--- config.mk ---
export PLATFORM = sky130hd
export DESIGN_NAME = axis_img_packer_flat
export DESIGN_NICKNAME = d
export VERILOG_FILES = /design/src/rtl/axis_img_packer_if.sv /design/src/rtl/axis_img_packer.sv /design/src/flat_wrapper.sv
export SDC_FILE = /design/constraint.sdc
export NUM_CORES = 2
export LEC_CHECK = 0
export ABC_AREA = 1
export ABC_CLOCK_PERIOD_IN_PS = 2700
export BUFFER_PORTS_ARGS = -buffer_cell sky130_fd_sc_hd__buf_2
export CAP_MARGIN = 25
export CORE_AREA = 2 2 394 396
export CTS_BUF_LIST = sky130_fd_sc_hd__clkbuf_2 sky130_fd_sc_hd__clkbuf_4 sky130_fd_sc_hd__clkbuf_8
export DETAILED_ROUTE_END_ITERATION = 10
export DIE_AREA = 0 0 396 398
export MAX_ROUTING_LAYER = met4
export SETUP_SLACK_MARGIN = 0.15
export SLEW_MARGIN = 10
export SYNTH_ARGS = -nofsm -noshare
export SYNTH_HDL_FRONTEND = slang
export SYNTH_SLANG_ARGS = --single-unit
--- constraint.sdc ---
create_clock -name clk -period 2.7 [get_ports clk]
set_clock_uncertainty 0.2 [all_clocks]
set_input_delay 0.54 -clock clk [delete_from_list [all_inputs] [get_ports clk]]
set_output_delay 0.54 -clock clk [all_outputs]
set_load 0.05 [all_outputs]
--- src/rtl/axis_img_packer_if.sv ---
// Pixel-stream input and packed-image output bundle of axis_img_packer.
// slave = packer side, master = upstream DMA / downstream classifier side.
interface axis_img_packer_if #(
  parameter int PIX_W = 8,
  parameter int N_PIX = 121
);
  localparam int IMG_W = PIX_W * N_PIX;

  logic [PIX_W-1:0] s_axis_tdata;
  logic             s_axis_tvalid;
  logic             s_axis_tready;
  logic             s_axis_tlast;
  logic [IMG_W-1:0] img_out;
  logic             valid_out;
  logic             ready_in;

  modport slave (
    input  s_axis_tdata, s_axis_tvalid, s_axis_tlast, ready_in,
    output s_axis_tready, img_out, valid_out
  );

  modport master (
    output s_axis_tdata, s_axis_tvalid, s_axis_tlast, ready_in,
    input  s_axis_tready, img_out, valid_out
  );
endinterface

--- src/rtl/axis_img_packer.sv ---
// Packs N_PIX-beat AXI-Stream pixel frames into one image word; drops malformed frames.
// Optional PACKER_PINGPONG_EN: separate output register so the next frame fills while one is pending.
module axis_img_packer #(
  parameter int PIX_W = 8,
  parameter int N_PIX = 121,
  parameter int CNT_W = 16
) (
  input  logic             clk,
  input  logic             rst,
  axis_img_packer_if.slave bus,
  output logic             frame_err,
  output logic [CNT_W-1:0] frame_cnt
);
  localparam int IMG_W = PIX_W * N_PIX;
  localparam int IDX_W = $clog2(N_PIX);
  localparam logic [IDX_W-1:0] LAST_IDX = IDX_W'(N_PIX - 1);

`ifdef PACKER_PINGPONG_EN
  // HOLD: shift register holds a complete frame waiting for the output register to free up
  typedef enum logic [1:0] {FILL, DRAIN, HOLD} state_t;
`else
  typedef enum logic [1:0] {FILL, DRAIN, FULL} state_t;
`endif

  state_t           state, nxt;
  logic [IDX_W-1:0] cnt, cnt_nxt;
  logic [IMG_W-1:0] shift_reg, packed_nxt;
  logic             beat, out_hs, last_idx, err_nxt;

  assign beat       = bus.s_axis_tvalid && bus.s_axis_tready;
  assign out_hs     = bus.valid_out && bus.ready_in;
  assign last_idx   = (cnt == LAST_IDX);
  assign packed_nxt = {shift_reg[IMG_W-PIX_W-1:0], bus.s_axis_tdata};

`ifdef PACKER_PINGPONG_EN
  logic             out_full, load_out;
  logic [IMG_W-1:0] img_q, load_src;

  always_comb begin
    nxt      = state;
    cnt_nxt  = cnt;
    err_nxt  = 1'b0;
    load_out = 1'b0;
    load_src = packed_nxt;
    case (state)
      FILL: if (beat) begin
        if (last_idx) begin
          cnt_nxt = '0;
          if (bus.s_axis_tlast) begin
            if (!out_full || out_hs) load_out = 1'b1;
            else                     nxt      = HOLD;
          end else begin
            err_nxt = 1'b1;
            nxt     = DRAIN;
          end
        end else if (bus.s_axis_tlast) begin
          err_nxt = 1'b1;
          cnt_nxt = '0;
        end else begin
          cnt_nxt = cnt + 1'b1;
        end
      end
      DRAIN: if (beat && bus.s_axis_tlast) nxt = FILL;
      HOLD: if (out_hs) begin
        nxt      = FILL;
        load_out = 1'b1;
        load_src = shift_reg;
      end
      default: nxt = FILL;
    endcase
  end

  always_ff @(posedge clk) begin
    if (!rst) begin
      state     <= FILL;
      cnt       <= '0;
      shift_reg <= '0;
      img_q     <= '0;
      out_full  <= 1'b0;
      frame_err <= 1'b0;
      frame_cnt <= '0;
    end else begin
      state     <= nxt;
      cnt       <= cnt_nxt;
      frame_err <= err_nxt;
      if (beat && state == FILL) shift_reg <= packed_nxt;
      // a reload in the handshake cycle keeps the output full with the next frame
      if (load_out) begin
        img_q    <= load_src;
        out_full <= 1'b1;
      end else if (out_hs) begin
        out_full <= 1'b0;
      end
      if (out_hs) frame_cnt <= frame_cnt + 1'b1;
    end
  end

  assign bus.s_axis_tready = (state != HOLD);
  assign bus.valid_out     = out_full;
  assign bus.img_out       = img_q;
`else
  always_comb begin
    nxt     = state;
    cnt_nxt = cnt;
    err_nxt = 1'b0;
    case (state)
      FILL: if (beat) begin
        if (last_idx) begin
          cnt_nxt = '0;
          if (bus.s_axis_tlast) nxt = FULL;
          else begin
            err_nxt = 1'b1;
            nxt     = DRAIN;
          end
        end else if (bus.s_axis_tlast) begin
          err_nxt = 1'b1;
          cnt_nxt = '0;
        end else begin
          cnt_nxt = cnt + 1'b1;
        end
      end
      DRAIN: if (beat && bus.s_axis_tlast) nxt = FILL;
      FULL:  if (out_hs) nxt = FILL;
      default: nxt = FILL;
    endcase
  end

  always_ff @(posedge clk) begin
    if (!rst) begin
      state     <= FILL;
      cnt       <= '0;
      shift_reg <= '0;
      frame_err <= 1'b0;
      frame_cnt <= '0;
    end else begin
      state     <= nxt;
      cnt       <= cnt_nxt;
      frame_err <= err_nxt;
      if (beat && state == FILL) shift_reg <= packed_nxt;
      if (out_hs) frame_cnt <= frame_cnt + 1'b1;
    end
  end

  // shift register doubles as the output; it cannot move in FULL since tready is low
  assign bus.s_axis_tready = (state != FULL);
  assign bus.valid_out     = (state == FULL);
  assign bus.img_out       = shift_reg;
`endif
endmodule

--- src/flat_wrapper.sv ---
// flat-port wrapper written by rule: the top's interface ports become plain ports
module axis_img_packer_flat 
#(
  parameter int PIX_W = 8,
  parameter int N_PIX = 121,
  parameter int CNT_W = 16
)
  (clk, rst, frame_err, frame_cnt, bus_s_axis_tdata, bus_s_axis_tvalid, bus_s_axis_tlast, bus_ready_in, bus_s_axis_tready, bus_img_out, bus_valid_out);
  axis_img_packer_if #(.PIX_W(PIX_W), .N_PIX(N_PIX)) bus_i ();
  input  logic clk;
  input  logic rst;
  output logic frame_err;
  output logic [CNT_W-1:0] frame_cnt;
  input wire logic [$bits(bus_i.s_axis_tdata)-1:0] bus_s_axis_tdata;
  input wire logic [$bits(bus_i.s_axis_tvalid)-1:0] bus_s_axis_tvalid;
  input wire logic [$bits(bus_i.s_axis_tlast)-1:0] bus_s_axis_tlast;
  input wire logic [$bits(bus_i.ready_in)-1:0] bus_ready_in;
  output wire logic [$bits(bus_i.s_axis_tready)-1:0] bus_s_axis_tready;
  output wire logic [$bits(bus_i.img_out)-1:0] bus_img_out;
  output wire logic [$bits(bus_i.valid_out)-1:0] bus_valid_out;
  assign bus_i.s_axis_tdata = bus_s_axis_tdata;
  assign bus_i.s_axis_tvalid = bus_s_axis_tvalid;
  assign bus_i.s_axis_tlast = bus_s_axis_tlast;
  assign bus_i.ready_in = bus_ready_in;
  assign bus_s_axis_tready = bus_i.s_axis_tready;
  assign bus_img_out = bus_i.img_out;
  assign bus_valid_out = bus_i.valid_out;
  axis_img_packer #(.PIX_W(PIX_W), .N_PIX(N_PIX), .CNT_W(CNT_W)) u_core (.clk(clk), .rst(rst), .bus(bus_i), .frame_err(frame_err), .frame_cnt(frame_cnt));
endmodule
After elaboration in Yosys (flattened, before gate mapping):

Index checks and enable logic that the tools add are counted.

* register bits: 994
* bits of input ports: 13
* output and inout bits: 987
* word-level logic and storage cells: 34

* add/subtract/negate cells: 2
* equal/unequal tests: 8
* multiplexer cells: 11
* reductions and logical operators: 8

Operator list (number)
* adder 16 x 1 -> 16 bit, second input constant: 1
* two-way mux 7 bit: 2
* two-way mux 2 bit: 5
* adder 7 x 1 -> 7 bit, second input constant: 1
* == test 7 bit, second input constant: 1
* inequality test 2 x 1 -> 1 bit, second input constant: 3
* one-hot mux 2 bit (3 select lines): 1
* logical AND 1 bit: 4
* inequality test 2 bit, second input constant: 2
* AND reduction 4 bit: 1
* two-way mux 1 bit: 3
* AND reduction 3 bit: 1
* == test 2 x 1 -> 1 bit, second input constant: 1
* == test 2 bit, second input constant: 1
* logical NOT 2 bit: 1
* AND reduction 2 bit: 1

Logic depth before layout (Yosys ltp):

* depth after elaboration: 5
* mapped depth: 9
* gate-level depth less buffers: 9

Least setup slack after synthesis:

Ideal clock, no wire load.

* kind: reg-to-output
* start point: reg u_core.state[0]
* end point: out bus_valid_out
* arrival time: 1.141 ns
* data required time: 1.960 ns
* path slack: 0.819 ns
* stages on the path, launching flop included: 4
* path buffers: 0
* cell sequence: dfxtp_1 > inv_2 > nand2_1 > inv_1

* word-level cells in the longest chain between the ends: 1

Ends and longest elaborated chain
* start: declaration: line axis_img_packer.sv:25 `state_t state, nxt;`
* start signal: assignment: line axis_img_packer.sv:136 `state <= nxt;`
* == test 2 bit: line axis_img_packer.sv:146 `assign bus.valid_out = (state == FULL);`
* end: declaration: line flat_wrapper.sv:20 `output wire logic [$bits(bus_i.valid_out)-1:0] bus_valid_out;`

No other way between the ends.

Final worst setup path:

* start point: reg u_core.shift_reg[360], in the netlist u_core.bus.img_out[360]
* end point: out bus_img_out[360]

RTL lines
* start: declaration: line axis_img_packer.sv:27 `logic [IMG_W-1:0] shift_reg, packed_nxt;`
* start signal: assignment: line axis_img_packer.sv:139 `if (beat && state == FILL) shift_reg <= packed_nxt;`
* end: declaration: line flat_wrapper.sv:19 `output wire logic [$bits(bus_i.img_out)-1:0] bus_img_out;`

No word-level cell between the ends.

==> reports/qor.yml <==
route:
  drt-total-wl_um: 131800
  drtPass1Iterations: 5
  drt-initial-drc-count: 2403
  routedWlPerCell_um: 17.57
  viasPerCell: 4.295
  drc_errors: 0
  antenna_left: 0
  num_vias: 32210
floorplanning:
  die_height_um: 398
  core_um2: 153300
  start_util_pct: 22.45
  dieArea_um2: 157600
  row_count: 144
  fp.dieW_um: 396
  io_pins: 1000
timing:
  finalSetupViolCount: 0
  period_minus_slack_ns: 2.430
  setup-tns-final_ns: 0
  fin_crit_sh_pct: 90.01
  slew_headroom_pct: 56.65
  final_max_slew_viol_count: 0
  hold_slack_ns: 0.2809
  finalHoldViolCount: 0
  tightestPinTransition_ns: 0.6434
  rsz0062_at_grt: "false"
  fmax_ghz: 0.4115
power_and_ir_drop:
  power_leakage_nw: 21.44
  power_density_nw_per_um2: 822.1
  peakVddDrop_mv: 0.4124
global_routing:
  track_usage_pct: 16.20
  grt_max_degree: 118
  grt_pass1_vias: 29657
  antenna_found_initial: 8
  gr-total-overflow: 0
  grt_pass1_wl_um: 189400
synth:
  netlist_area_um2: 34420
  synth-seq-cells: 994
  syn_inst: 4375
  synth.distinct_cells: 26
  syn-num-nets: 4391
  synth_area_leaders: "dfxtp_1 (58%), nor2_1 (21%), o21ai_1 (9.3%), o21ai_0 (4.9%), buf_2 (1.9%)"
  syn_avg_cell_area_um2: 7.868
  yosysSeqAreaShare_pct: 57.81
  synth_warnings: 0
  yosysTopAreaCellShare_pct: 57.81
  synth.largest_area_cell: "dfxtp_1"
setup_path:
  crit_fanout: 2
  worstSetupPathType: "flop to primary output"
  end_kind: "primary output"
  max_stage_delay_ns: 0.53
  ff2ff_path_depth: 8
  critPathBufInv: 1
  crit_chain: "clkbuf_4"
  critPathLaunchType: "flop"
  worstPathArrival_ns: 1.69
  worst-path-stages: 1
  critPathRequiredTime_ns: 1.96
  path_delay_family: "flip-flops"
  critPathSlowestCell: "dfxtp_2"
hold_path:
  whs_path_depth: 2
  hold_class: "flop to flop"
clocking:
  post_cts_buffers: 0
  cts_buffer_depth: 3
  numCtsBuffers: 168
  cts_tree: "done"
  numClockSinks: 994
  h-tree-depth: 4
  clkTransAtPathRegs_ns: 0.06
  clk_latency_ns: 0.83
  root_buffer: "clkbuf_8"
placed_design:
  port_buffers: 999
  dp_hpwl_um: 97030
  gp_congestion: 0.9129
final_layout:
  drive_above_1_share_pct: 25.71
  syn2layout_area_growth_pct: 31.48
  fin_nets: 5356
flow_run:
  drv_cap: 0
status:
  status: "finished, final reports clean"
[metrics by stage]
| step | utilization, % | cell area [um^2] | power, mW | setup WS (ns) | cells |
|---|---|---|---|---|---|
| after CTS | 29.51 | 45250 | 37.63 | 0.1275 | 7498 |
| after global routing | 29.52 | 45260 | 38.75 | 0.1539 | 7500 |
| final | 29.52 | 45260 | 37.21 | 0.2696 | 7500 |
| after global placement | 27.14 | 41610 | 23.45 | 0.5420 | 7199 |
| after floorplan | - | 34420 | 21.49 | 0.8191 | 4375 |
| after detailed placement | 27.14 | 41610 | 23.52 | 0.5403 | 7199 |
[cell usage in the layout (no fill, tap or decap), types with 2 or more instances in the layout]
| cell type | netlist | layout |
|---|---|---|
| clkbuf_8 | 0 | 196 |
| nand2_1 | 36 | 36 |
| nor2_4 | 2 | 2 |
| xor2_1 | 3 | 3 |
| inv_8 | 0 | 5 |
| inv_1 | 29 | 29 |
| clkinv_2 | 0 | 15 |
| nand3_2 | 2 | 2 |
| dfxtp_2 | 0 | 4 |
| diode_2 | 0 | 2 |
| buf_2 | 129 | 983 |
| buf_12 | 0 | 39 |
| a21oi_1 | 13 | 13 |
| bufinv_16 | 0 | 3 |
| clkbuf_4 | 0 | 56 |
| clkinv_8 | 0 | 3 |
| clkinvlp_4 | 0 | 3 |
| o21ai_1 | 637 | 637 |
| dfxtp_1 | 994 | 990 |
| o21ai_0 | 339 | 339 |
| nand4_1 | 4 | 4 |
| inv_2 | 3 | 2 |
| nor2_1 | 1958 | 1958 |
| nand3_1 | 12 | 12 |
| dlygate4sd3_1 | 0 | 15 |
| ha_1 | 3 | 3 |
| buf_4 | 58 | 80 |
| nor3_1 | 7 | 7 |
| inv_12 | 0 | 2 |
| nor3b_1 | 3 | 3 |
| inv_6 | 0 | 3 |
[layer usage]
layer,track usage (%),part of all wire [%],up-vias,wire [um]
li1,-,-,16022,-
met4,7.571,4.4,0,5854
met5,-,0,-,0
met2,25.31,46,1093,60880
met1,18.87,41,14827,54360
met3,5.138,8.1,268,10670
[cell families (layout without fill, tap and decap cells)]
family,count (synthesis),count (layout),synth area share [%]
other,0,2,0
xor gates and xnor gates,3,3,0.07635
AOI/OAI and AO/OA,990,990,14.40
buffers and inverters,356,1435,5.180
DFF,994,994,57.81
and+or+nand+nor,2029,2029,22.42
adders and majority gates,3,3,0.1091
[sequential cells by signal (all words and copies together), names as in the netlist]
register            count
u_core.frame_err        1
u_core.bus.img_out    968
u_core.frame_cnt       16
u_core.cnt              7
u_core.state            2
[cells in the mapped netlist, drive strengths merged]
library cell and count:
and3 1, nand3b 1, nor3 8, nand3 15
inv 32, nor2 1960, a211oi 1, or2 1
ha 3, nor3b 3, dfxtp 994, xor2 3
a21oi 13, buf 196, o21ai 976, nand2 36
nand4 4, clkbuf 128
[what timing repair did]
item,CTS,global route
hold buffers,15,0
gates resized for setup,17,2
hold endpoints to repair,65,0
endpoints found under the setup margin,17,2
pin swaps,0,0
[path summary, 6_finish.rpt]
path	slack [ns]	startpoint	endpoint
max reg2reg	0.45	u_core.state[0]	u_core.state[0]
min reg2reg	0.28	u_core.bus.img_out[965]	u_core.bus.img_out[965]
min	0.28	u_core.bus.img_out[965]	u_core.bus.img_out[965]
max	0.27	u_core.bus.img_out[360]	bus_img_out[360]
[cell type report]
type / instances / area (um^2)
well taps: 2044 / 2557
multi-input cells: 3025 / 12740
diodes: 2 / 5.005
clock inverters: 33 / 340.3
fillers: 16570 / 108100
clock buffers: 251 / 3110
flip-flops and latches: 994 / 19900
inverters: 32 / 127.6
repair buffers: 1119 / 6474
[report_power, final]
| group | switching (mW) | internal (mW) |
|---|---|---|
| Sequential | 0.889 | 15.6 |
| Clock | 6.31 | 7.68 |
| Combinational | 5.27 | 1.44 |
Note: power is estimated with default switching activity, not from simulation.
